File: src/rtl/bootrom_arb_pkg.sv
//==============================================================================
// Module      : bootrom_arb_pkg
// Description : Shared constants and types for the boot-memory arbiter.
//               Optional macro used by this block: BOOTARB_RR_EN
// Revision    : 1.0 - initial release
//==============================================================================
`default_nettype none

package bootrom_arb_pkg;

    // Default geometry of the 16x16 boot memory and its write-protected image
    localparam int DEF_ADDR_W   = 4;
    localparam int DEF_DATA_W   = 16;
    localparam int DEF_RO_WORDS = 8;

    // Sequencer states, explicitly encoded
    typedef enum logic [1:0] {
        IDLE   = 2'd0,
        ACCESS = 2'd1,
        FAULT  = 2'd2,
        DONE   = 2'd3
    } state_t;

    // Transaction owner: 0 = CPU port (r0), 1 = debug/loader port (r1)
    typedef logic owner_t;

    localparam owner_t OWNER_R0 = 1'b0;
    localparam owner_t OWNER_R1 = 1'b1;

endpackage

`default_nettype wire

File: src/rtl/bootrom_arb_pick.sv
//==============================================================================
// Module      : bootrom_arb_pick
// Description : Combinational two-way winner select for the boot-memory
//               arbiter. BOOTARB_RR_EN selects round-robin tie breaking;
//               otherwise r0 has fixed priority.
// Revision    : 1.0 - initial release
//==============================================================================
`default_nettype none

module bootrom_arb_pick
    import bootrom_arb_pkg::*;
(
    input  logic   req0,
    input  logic   req1,
    input  owner_t last,
    output owner_t win
);

`ifdef BOOTARB_RR_EN
    // On a tie the requester that was not granted last time wins
    always_comb begin
        if (req0 && req1) begin
            win = owner_t'(~last);
        end else if (req1) begin
            win = OWNER_R1;
        end else begin
            win = OWNER_R0;
        end
    end
`else
    // The grant history is kept by the sequencer but plays no part here
    logic unused_last;
    assign unused_last = last;

    // Fixed priority: r1 only wins when r0 is not requesting
    always_comb begin
        win = (req1 && !req0) ? OWNER_R1 : OWNER_R0;
    end
`endif

endmodule

`default_nettype wire

File: src/rtl/bootrom_arbiter.sv
//==============================================================================
// Module      : bootrom_arbiter
// Description : Two-requester arbiter and access sequencer in front of the
//               16x16 boot memory. Words below RO_WORDS are write-protected;
//               a write there completes with an error and never reaches the
//               memory. Optional macro: BOOTARB_RR_EN (round-robin ties).
// Revision    : 1.0 - initial release
//==============================================================================
`default_nettype none

module bootrom_arbiter
    import bootrom_arb_pkg::*;
#(
    parameter int ADDR_W   = DEF_ADDR_W,
    parameter int DATA_W   = DEF_DATA_W,
    parameter int RO_WORDS = DEF_RO_WORDS
) (
    input  logic              romclk,
    input  logic              rst,

    input  logic              r0_req,
    input  logic              r0_we,
    input  logic [ADDR_W-1:0] r0_addr,
    input  logic [DATA_W-1:0] r0_wdata,
    output logic              r0_ack,
    output logic              r0_err,
    output logic [DATA_W-1:0] r0_rdata,

    input  logic              r1_req,
    input  logic              r1_we,
    input  logic [ADDR_W-1:0] r1_addr,
    input  logic [DATA_W-1:0] r1_wdata,
    output logic              r1_ack,
    output logic              r1_err,
    output logic [DATA_W-1:0] r1_rdata,

    output logic              mem_cs,
    output logic              mem_we,
    output logic [ADDR_W-1:0] mem_addr,
    output logic [DATA_W-1:0] mem_din,
    input  logic [DATA_W-1:0] mem_dout,

    output logic              busy
);

    state_t              state_q,    state_d;
    owner_t              owner_q,    owner_d;
    owner_t              last_q,     last_d;
    logic                we_q,       we_d;
    logic                err_q,      err_d;
    logic [ADDR_W-1:0]   addr_q,     addr_d;
    logic [DATA_W-1:0]   wdata_q,    wdata_d;
    logic [DATA_W-1:0]   r0_rdata_q, r0_rdata_d;
    logic [DATA_W-1:0]   r1_rdata_q, r1_rdata_d;

    owner_t              win;
    logic                sel_we;
    logic [ADDR_W-1:0]   sel_addr;
    logic [DATA_W-1:0]   sel_wdata;
    logic                sel_prot;

    bootrom_arb_pick u_pick (
        .req0 (r0_req),
        .req1 (r1_req),
        .last (last_q),
        .win  (win)
    );

    // Mux the winning requester's command and flag writes into the image
    always_comb begin
        sel_we    = (win == OWNER_R1) ? r1_we    : r0_we;
        sel_addr  = (win == OWNER_R1) ? r1_addr  : r0_addr;
        sel_wdata = (win == OWNER_R1) ? r1_wdata : r0_wdata;
        sel_prot  = sel_we && (int'(sel_addr) < RO_WORDS);
    end

    // Sequencer next state: latch in IDLE, one memory or fault cycle, then ack
    always_comb begin
        state_d    = state_q;
        owner_d    = owner_q;
        last_d     = last_q;
        we_d       = we_q;
        err_d      = err_q;
        addr_d     = addr_q;
        wdata_d    = wdata_q;
        r0_rdata_d = r0_rdata_q;
        r1_rdata_d = r1_rdata_q;
        case (state_q)
            IDLE: begin
                if (r0_req || r1_req) begin
                    owner_d = win;
                    we_d    = sel_we;
                    addr_d  = sel_addr;
                    wdata_d = sel_wdata;
                    err_d   = sel_prot;
                    state_d = sel_prot ? FAULT : ACCESS;
                end
            end
            ACCESS: begin
                if (!we_q) begin
                    if (owner_q == OWNER_R1) begin
                        r1_rdata_d = mem_dout;
                    end else begin
                        r0_rdata_d = mem_dout;
                    end
                end
                state_d = DONE;
            end
            FAULT: begin
                state_d = DONE;
            end
            DONE: begin
                last_d  = owner_q;
                state_d = IDLE;
            end
            default: begin
                state_d = IDLE;
            end
        endcase
    end

    // State and datapath registers; reset abandons any transaction in flight
    always_ff @(posedge romclk or posedge rst) begin
        if (rst) begin
            state_q    <= IDLE;
            owner_q    <= OWNER_R0;
            last_q     <= OWNER_R1;
            we_q       <= 1'b0;
            err_q      <= 1'b0;
            addr_q     <= '0;
            wdata_q    <= '0;
            r0_rdata_q <= '0;
            r1_rdata_q <= '0;
        end else begin
            state_q    <= state_d;
            owner_q    <= owner_d;
            last_q     <= last_d;
            we_q       <= we_d;
            err_q      <= err_d;
            addr_q     <= addr_d;
            wdata_q    <= wdata_d;
            r0_rdata_q <= r0_rdata_d;
            r1_rdata_q <= r1_rdata_d;
        end
    end

    // Memory bus is driven only in ACCESS and parked at zero otherwise
    always_comb begin
        mem_cs   = (state_q == ACCESS);
        mem_we   = mem_cs && we_q;
        mem_addr = mem_cs ? addr_q  : '0;
        mem_din  = mem_cs ? wdata_q : '0;
        busy     = (state_q != IDLE);
        r0_ack   = (state_q == DONE) && (owner_q == OWNER_R0);
        r1_ack   = (state_q == DONE) && (owner_q == OWNER_R1);
        r0_err   = r0_ack && err_q;
        r1_err   = r1_ack && err_q;
        r0_rdata = r0_rdata_q;
        r1_rdata = r1_rdata_q;
    end

endmodule

`default_nettype wire

File: config.mk
export PLATFORM = sky130hd
export DESIGN_NAME = bootrom_arbiter
export DESIGN_NICKNAME = d
export VERILOG_FILES = /design/src/rtl/bootrom_arb_pkg.sv /design/src/rtl/bootrom_arb_pick.sv /design/src/rtl/bootrom_arbiter.sv
export SDC_FILE = /design/constraint.sdc
export NUM_CORES = 1
export LEC_CHECK = 0
export CAP_MARGIN = 20
export CORE_MARGIN = 2
export CORE_UTILIZATION = 46
export CTS_BUF_LIST = sky130_fd_sc_hd__clkbuf_4 sky130_fd_sc_hd__clkbuf_8
export DETAILED_ROUTE_END_ITERATION = 16
export GPL_TIMING_DRIVEN = 0
export PLACE_DENSITY = 0.94
export SYNTH_ARGS = -nofsm -noshare
export SYNTH_HDL_FRONTEND = slang
export SYNTH_SLANG_ARGS = --single-unit
File: constraint.sdc
create_clock -name romclk -period 4.7 [get_ports romclk]
set_input_delay 0.94 -clock romclk [delete_from_list [all_inputs] [get_ports romclk]]
set_output_delay 0.94 -clock romclk [all_outputs]
set_load 0.02 [all_outputs]
Word level (Yosys, flattened, before mapping)
Index checks and enable logic that the tools add are counted.
Widths: inputs -> output; s select.
{"block": "totals", "ff_bits": 57, "inputBits": 62, "output_inout_bits": 59, "wordCells": 39}
{"block": "classes", "order_cmp": 1, "n_eq_ne": 4, "mux": 9, "n_bitwise": 2, "n_reduce_logical": 15}
{"op": "$mux 16", "count": 2}
{"op": "$mux 4", "count": 2}
{"op": "$logic_and 1x1->1", "count": 7}
{"op": "$pmux 2 s3", "count": 1}
{"op": "$reduce_and 3->1", "count": 2}
{"op": "$eq 2x2->1 const B", "count": 2}
{"op": "$lt 4x4->1 const B", "count": 1}
{"op": "$mux 2", "count": 2}
{"op": "$eq 2x1->1 const B", "count": 1}
{"op": "$logic_not 2->1", "count": 1}
{"op": "$mux 1", "count": 2}
{"op": "$ne 2x2->1 const B", "count": 1}
{"op": "$not 1->1", "count": 2}
{"op": "$reduce_and 2->1", "count": 1}
{"op": "$reduce_bool 2->1", "count": 1}
{"op": "$reduce_or 2->1", "count": 1}
{"op": "$logic_not 1->1", "count": 1}
{"op": "$logic_or 1x1->1", "count": 1}

Longest topological paths before layout
Gate-level depths: netlist (run 1).
{"block": "depth", "ltp_word": 9, "ltp_mapped": 6, "ltp_nobuf": 5}

Modules after synthesis
A second synthesis (run 1) with hierarchy kept.
{"block": "hier_totals", "cells_unflattened": 213, "area_unflattened_um2": 2616.3}
{"mod": "bootrom_arbiter", "n_inst": 1, "cells_each": 212, "area_each_um2": 2602.5, "seq_area_each_um2": 1452.6}
{"mod": "bootrom_arb_pick", "n_inst": 1, "cells_each": 1, "area_each_um2": 13.8, "seq_area_each_um2": 0.0}

Least setup slack after synthesis (run 1)
No wires, ideal clock.
{"block": "synth_timing", "path_type": "reg2out", "from": "register state_q[1]", "to": "output port mem_addr[2]", "arrival_time_ps": 1276, "path_slack_ps": 2484, "stages_incl_launch_ff": 5, "path_buffers": 1, "path_cell_list": "dfrtp_1 > inv_1 > ha_1 > clkbuf_1 > and2_1"}
{"block": "synth_between", "elab_chain_len": 2}
{"item": "from (decl)", "line": "bootrom_arbiter.sv:46", "source": "state_t state_q, state_d;"}
{"item": "from (signal assigned)", "line": "bootrom_arbiter.sv:135", "source": "state_q <= state_d;"}
{"item": "$eq 2x1->1", "line": "bootrom_arbiter.sv:149", "source": "mem_cs = (state_q == ACCESS);"}
{"item": "named net mem_cs", "line": "bootrom_arbiter.sv:37", "source": "output logic mem_cs,"}
{"item": "$mux 4", "line": "bootrom_arbiter.sv:151", "source": "mem_addr = mem_cs ? addr_q : '0;"}
{"item": "to (decl)", "line": "bootrom_arbiter.sv:39", "source": "output logic [ADDR_W-1:0] mem_addr,"}
The timed path passes the listed nets, and every way through them passes these cells.

Worst setup path after layout (run 1)
{"block": "layout_timing", "from": "register state_q[1]", "to": "output port mem_din[4]"}
{"block": "layout_between", "elab_chain_len": 2}
{"item": "$eq 2x1->1", "line": "bootrom_arbiter.sv:149"}
{"item": "$mux 16", "line": "bootrom_arbiter.sv:152", "source": "mem_din = mem_cs ? wdata_q : '0;"}
{"item": "to (decl)", "line": "bootrom_arbiter.sv:40", "source": "output logic [DATA_W-1:0] mem_din,"}
No other way between the ends.

==> flow_metrics.py, run 1 <==
metrics = {
    "outcome": {
        "status": "finished clean",
    },
    "sta": {
        "finalSetupViolations": 0,
        "tightest_slew_ps": 573,
        "finalHoldViolations": 0,
        "fin_skew_ps": 4.93,
        "min_period_ps": 3190,
        "post-route-period-util_pct": 67.8,
        "rsz0062_at_grt": "no",
        "slew_headroom_pct": 61.8,
        "maxSlewViolCount": 0,
        "timing.fmax_mhz": 314,
        "setup_tns_ps": 0,
        "layout_setup_ws_ps": 1510,
    },
    "synthesis": {
        "yosys_register_bits": 57,
        "synth_fa_ha_area_share_pct": 1.44,
        "synth.distinct_cells": 25,
        "synth_compound_area_share_pct": 6.11,
        "synthArstFlopShare_pct": 100,
        "synth_cells": 215,
        "muxShareOfSynthArea_pct": 21.9,
        "synth_edf_count": 0,
        "yosys.area_share.simple_pct": 11.7,
        "postSynthAreaPerCell_um2": 12.1,
        "yosysWarnings": 0,
        "synth_top_family_by_area": "multiplexers",
        "synth_nets": 280,
        "synth_xor_area_share_pct": 0,
        "seq_area_frac_synth_pct": 54.8,
        "synth_ff_type": "dfrtp_1",
        "syn_area_um2": 2600,
    },
    "worst_setup_path": {
        "reg2reg_slack_ps": 2790,
        "cp_data_arrival_time_ps": 2250,
        "worstPathMaxFanout": 10,
        "worstReg2RegStart": "state_q[1]$_DFFE_PP0P_",
        "reg2reg_to": "r0_rdata[0]$_DFFE_PP0P_",
        "crit_chain": "inv_1 > ha_1 > clkbuf_1 > and2_1 > clkdlybuf4s50_1",
        "path_buf_inv": 3,
        "critPathLaunch": "state_q[1]$_DFFE_PP0P_",
        "worstSetupEndpoint": "mem_din[4]",
        "crit_cells": 5,
        "startpoint_type": "flip-flop",
        "critical_path_class": "flip-flop to primary output",
        "end_kind": "primary output",
        "r2r_cells": 5,
        "critPathMaxStageDelay_ps": 630,
        "cp_data_required_time_ps": 3760,
        "path_delay_family": "buffers and inverters",
        "slowest_stage": "clkdlybuf4s50_1",
    },
    "floorplan": {
        "die_w_um": 79.2,
        "fp.dieH_um": 79.2,
        "top_level_ports": 121,
        "fp-row-count": 27,
        "start_util_pct": 47.5,
        "die_area_um2": 6270,
        "core_um2": 5470,
    },
    "layout": {
        "stdcell_area_um2": 4080,
        "final_common_cell": "clkdlybuf4s50_1",
        "finalNetCount": 412,
        "layout_common_cells": "clkdlybuf4s50_1 (120), dfrtp_1 (57), mux2_2 (32), nand2_1 (24), o21ai_0 (22)",
        "antenna_cells": 0,
        "drive_gt1_share_pct": 17.0,
        "area_delta_synth_final_pct": 57.0,
    },
    "routing": {
        "drt_wl_total_um": 6040,
        "drtPass1Iterations": 4,
        "post-route-drc-count": 0,
        "vias_per_cell": 4.86,
        "drt-wirelength-per-cell_um": 14.2,
        "drt_iter0_markers": 71,
        "ant_nets": 0,
        "vias": 2059,
    },
    "clocking": {
        "cts_buffers": 9,
        "clkSinkCount": 57,
        "clkTransAtPathRegs_ps": 60,
        "cts_setup_buffers": 0,
        "cts.repair.resized": 0,
        "clk_latency_ps": 320,
        "clock_path_buffers": 2,
        "cts-root-buf": "clkbuf_8",
        "cts_max_level": 3,
        "cts_tree": "built",
        "cts_hold_buf": 0,
    },
    "global_routing": {
        "first_global_vias": 2099,
        "grt_util_all_layers_pct": 20.6,
        "antenna_found_initial": 0,
        "grt_pass1_wl_um": 9890,
        "gr-total-overflow": 0,
        "grt_max_degree": 33,
    },
    "pwr": {
        "total_power_w": 0.00264,
        "leakagePower_nw": 1.82,
        "ir_drop_v": 0.000351,
        "power_density_nw_per_um2": 646,
    },
    "place": {
        "dp.final_hpwl_um": 4650,
        "gp_congestion": 0.696,
        "dpl_cell_area_um2": 3910,
        "io_buffers": 120,
        "pre_cts_slack_ps": 1820,
    },
    "job": {
        "cap_violations": 0,
    },
    "worst_hold_path": {
        "holdCritPathClass": "flip-flop to flip-flop",
    },
}
cell usage after synthesis (all sizes together), types with 2 or more instances:
cell type / number / area, um^2
inv: 4 / 15.0
ha: 3 / 37.5
nor2b: 2 / 12.5
o21ai: 23 / 115
nor2: 3 / 11.3
mux2: 32 / 360
a21oi: 4 / 20.0
and2: 22 / 139
buf: 6 / 55.1
mux2i: 21 / 210
nand2: 24 / 90.1
dfrtp: 57 / 1430
clkbuf: 6 / 32.5
state kept, by name (all words and copies together) (netlist names):
name and cells:
addr_q 4, owner_q 1, r1_rdata 16, we_q 1, state_q 2, wdata_q 16
r0_rdata 16, err_q 1
how the worst min path moves through the flow:
stage	start	cells past startpoint	slack, ps	to
after global routing	wdata_q[11]$_DFFE_PP0P_	2	500	wdata_q[11]$_DFFE_PP0P_
after detailed placement	wdata_q[8]$_DFFE_PP0P_	2	460	wdata_q[8]$_DFFE_PP0P_
after global placement	wdata_q[8]$_DFFE_PP0P_	2	450	wdata_q[8]$_DFFE_PP0P_
after CTS	wdata_q[8]$_DFFE_PP0P_	2	480	wdata_q[8]$_DFFE_PP0P_
final	wdata_q[13]$_DFFE_PP0P_	2	470	wdata_q[13]$_DFFE_PP0P_
after floorplan	addr_q[0]$_DFFE_PP0P_	2	440	addr_q[0]$_DFFE_PP0P_
routing by layer:
layer	part of all wire (%)	GRT usage, %
met5	0	0
met3	8.1	6.82
met2	48	35.3
met4	1.4	6.90
met1	42	24.4
cell type report:
class,count,area (um^2)
Timing Repair Buffer,121,1220
Tap cell,72,90.1
Clock inverter,5,32.5
Clock buffer,11,139
Inverter,4,15.0
Sequential cell,57,1430
Multi-Input combinational cell,142,1070
Fill cell,392,1390
Buffer,12,87.6
cells by family after synthesis:
family          Yosys count
simple gates             56
buf+inv                  16
flops                    57
fa+ha+maj                 3
mux                      53
compound gates           30
report_power, final:
part	switching, W	internal (W)
clock network	0.000191	0.000201
registers	0.000119	0.000738
logic	0.000667	0.000721
through the flow:
stage / hold slack, ps / cells / util, %
6_report: 469 / 424 / 74.6
5_1_grt: 500 / 424 / 74.6
2_1_floorplan: 442 / 215 / -
4_1_cts: 476 / 424 / 74.6
3_3_place_gp: 452 / 407 / 71.1
3_5_place_dp: 463 / 408 / 71.5
worst reg2reg max path, cell delays in order, from the launching register on:
cell,delay [ps]
dfrtp_1,390
inv_1,100
ha_1,300
nor3b_4,440
buf_6,220
mux2_2,350
Note: power is estimated with default switching activity, not from simulation.
==> run 2, diff against run 1 <==
--- a/config.mk
+++ b/config.mk
@@ -7,11 +7,11 @@
 export LEC_CHECK = 0
 export CAP_MARGIN = 20
 export CORE_MARGIN = 2
-export CORE_UTILIZATION = 46
+export CORE_UTILIZATION = 43
 export CTS_BUF_LIST = sky130_fd_sc_hd__clkbuf_4 sky130_fd_sc_hd__clkbuf_8
 export DETAILED_ROUTE_END_ITERATION = 16
 export GPL_TIMING_DRIVEN = 0
-export PLACE_DENSITY = 0.94
+export PLACE_DENSITY = 0.89
 export SYNTH_ARGS = -nofsm -noshare
 export SYNTH_HDL_FRONTEND = slang
 export SYNTH_SLANG_ARGS = --single-unit
==> constraint.sdc (replaced) <==
create_clock -name romclk -period 3 [get_ports romclk]
set_input_delay 0.6 -clock romclk [delete_from_list [all_inputs] [get_ports romclk]]
set_output_delay 0.6 -clock romclk [all_outputs]
set_load 0.02 [all_outputs]
==> run 2 against run 1 <==
Register-to-register slack worse by 1800 ps. Cell area up 2.1%. Utilization down 3.7 points. Die area up 6.6%. Global-route usage down 1.3 points. Highest routed layer unchanged.
==> flow_metrics.py, run 2 (synthesized netlist as in run 1, its figures left out) <==
metrics = {
    "layout": {
        "drive_gt1_share_pct": 17.6,
        "finalNetCount": 412,
        "antenna_cells": 0,
        "layout.area.seq_um2": 1430,
        "final_common_cell": "clkdlybuf4s50_1",
        "area_delta_synth_final_pct": 60.4,
        "multi_input_area_um2": 1070,
        "layout_common_cells": "clkdlybuf4s50_1 (120), dfrtp_1 (57), mux2_2 (32), nand2_1 (24), o21ai_0 (22)",
        "n_fill_cell": 478,
    },
    "global_routing": {
        "grt_max_degree": 32,
        "first_global_vias": 2196,
        "grt_pass1_wl_um": 9780,
        "antenna_found_initial": 0,
        "grt_util_all_layers_pct": 19.4,
        "gr-total-overflow": 0,
    },
    "sta": {
        "post-route-period-util_pct": 92.2,
        "setup_tns_ps": 0,
        "finalHoldViolations": 0,
        "rsz0062_at_grt": "no",
        "min_period_ps": 2760,
        "finalSetupViolations": 0,
        "timing.fmax_mhz": 362,
        "tightest_slew_ps": 563,
        "fin_skew_ps": 6.26,
        "slew_headroom_pct": 62.4,
        "maxSlewViolCount": 0,
        "holdWs_ps": 468,
    },
    "routing": {
        "ant_nets": 0,
        "drt_wl_total_um": 6050,
        "drt-wirelength-per-cell_um": 14.2,
        "post-route-drc-count": 0,
        "vias_per_cell": 4.96,
        "drt_iter0_markers": 48,
        "drtPass1Iterations": 4,
        "vias": 2116,
    },
    "worst_setup_path": {
        "worstPathMaxFanout": 10,
        "end_kind": "primary output",
        "slowest_stage": "clkdlybuf4s50_1",
        "critical_path_class": "flip-flop to primary output",
        "startpoint_type": "flip-flop",
        "crit_chain": "inv_1 > ha_1 > clkbuf_2 > and2_2 > clkdlybuf4s50_1",
        "cp_data_required_time_ps": 2400,
        "path_delay_family": "buffers and inverters",
        "path_buf_inv": 3,
        "critPathMaxStageDelay_ps": 600,
        "cp_data_arrival_time_ps": 2160,
    },
    "pwr": {
        "leakagePower_nw": 1.87,
        "ir_drop_v": 0.000548,
        "power_density_nw_per_um2": 1060,
        "total_power_w": 0.00442,
    },
    "clocking": {
        "clk_latency_ps": 320,
        "cts-root-buf": "clkbuf_8",
        "cts_max_level": 3,
        "clkTransAtPathRegs_ps": 70,
        "cts_buffers": 9,
        "clock_path_buffers": 2,
        "clkSinkCount": 57,
        "cts_tree": "built",
    },
    "job": {
        "cap_violations": 0,
    },
    "place": {
        "gp_congestion": 0.708,
        "dp.final_hpwl_um": 4640,
        "io_buffers": 120,
    },
    "worst_hold_path": {
        "holdCritPathClass": "flip-flop to flip-flop",
    },
    "floorplan": {
        "die_area_um2": 6690,
        "core_um2": 5890,
        "die_w_um": 81.8,
        "start_util_pct": 44.2,
        "fp.dieH_um": 81.8,
        "fp-row-count": 28,
        "top_level_ports": 121,
    },
    "outcome": {
        "status": "finished clean",
    },
}
run 2: power by group:
group / switching (W) / internal, W
clock: 0.000313 / 0.000577
combinational: 0.00105 / 0.00114
sequential: 0.000192 / 0.00116
total: 0.00155 / 0.00287
run 2: final cells by class:
| class | instances | share of cell area (%) |
|---|---|---|
| clock inverters | 6 | 2.76 |
| inverters | 4 | 0.360 |
| well taps | 75 | 2.25 |
| repair buffers | 121 | 29.3 |
| multi-input cells | 142 | 25.7 |
| flip-flops and latches | 57 | 34.2 |
| clock buffers | 10 | 3.30 |
| plain buffers | 12 | 2.16 |
run 2: what timing repair did:
action,4_1_cts,5_1_grt
setup endpoints to repair,0,13
hold buffers,0,0
hold endpoints to repair,0,0
buffers inserted,0,0
gates resized for setup,0,4
run 2: worst register-to-register path, cell delays in order (launching register included):
cell	delay, ps
dfrtp_1	390
inv_1	100
ha_1	320
nor3b_4	470
buf_6	220
mux2_2	350
run 2: final timing paths:
path	startpoint	end	slack, ps	cells after the start
worst max-delay path	state_q[1]$_DFFE_PP0P_	mem_we	240	5
worst min-delay path	wdata_q[12]$_DFFE_PP0P_	wdata_q[12]$_DFFE_PP0P_	470	2
worst max register to register	state_q[1]$_DFFE_PP0P_	r0_rdata[0]$_DFFE_PP0P_	1030	5
worst min register to register	wdata_q[12]$_DFFE_PP0P_	wdata_q[12]$_DFFE_PP0P_	470	2
max in group asynchronous	rst	r0_rdata[11]$_DFFE_PP0P_	1770	3
min in group asynchronous	rst	r1_rdata[0]$_DFFE_PP0P_	660	2
run 2: metrics by stage:
step	instance area (um^2)	util, %	cells	worst slack [ps]
after detailed placement	3920	66.5	411	435
after global placement	3900	66.2	410	27.5
after CTS	4170	70.8	427	59.2
final	4170	70.9	427	235
after floorplan	2600	-	215	1000
after global routing	4170	70.9	427	61.8
run 2: routing by layer:
metal	vias up	share of wire [%]	track usage (%)
li1	1009	-	-
met1	1018	38	21.3
met2	77	52	34.8
met3	12	7.6	5.71
met4	0	2.0	7.83
met5	-	0	0
==> run 3, diff against run 2 <==
--- a/config.mk
+++ b/config.mk
@@ -7,11 +7,11 @@
 export LEC_CHECK = 0
 export CAP_MARGIN = 20
 export CORE_MARGIN = 2
-export CORE_UTILIZATION = 43
+export CORE_UTILIZATION = 46
 export CTS_BUF_LIST = sky130_fd_sc_hd__clkbuf_4 sky130_fd_sc_hd__clkbuf_8
 export DETAILED_ROUTE_END_ITERATION = 16
 export GPL_TIMING_DRIVEN = 0
-export PLACE_DENSITY = 0.89
+export PLACE_DENSITY = 0.94
 export SYNTH_ARGS = -nofsm -noshare
 export SYNTH_HDL_FRONTEND = slang
 export SYNTH_SLANG_ARGS = --single-unit
==> constraint.sdc (replaced) <==
create_clock -name romclk -period 3.5 [get_ports romclk]
set_input_delay 0.7 -clock romclk [delete_from_list [all_inputs] [get_ports romclk]]
set_output_delay 0.7 -clock romclk [all_outputs]
set_load 0.02 [all_outputs]
==> results of run 3 <==
The final DEF is identical to that of run 1. Status: finished clean.
Among the figures that moved: setup slack after placement 1820 ps -> 857 ps; setup slack after layout 1510 ps -> 553 ps; register-to-register setup slack 2790 ps -> 1590 ps; total power 0.00264 W -> 0.00354 W; worst IR drop on VDD 0.000351 V -> 0.000472 V
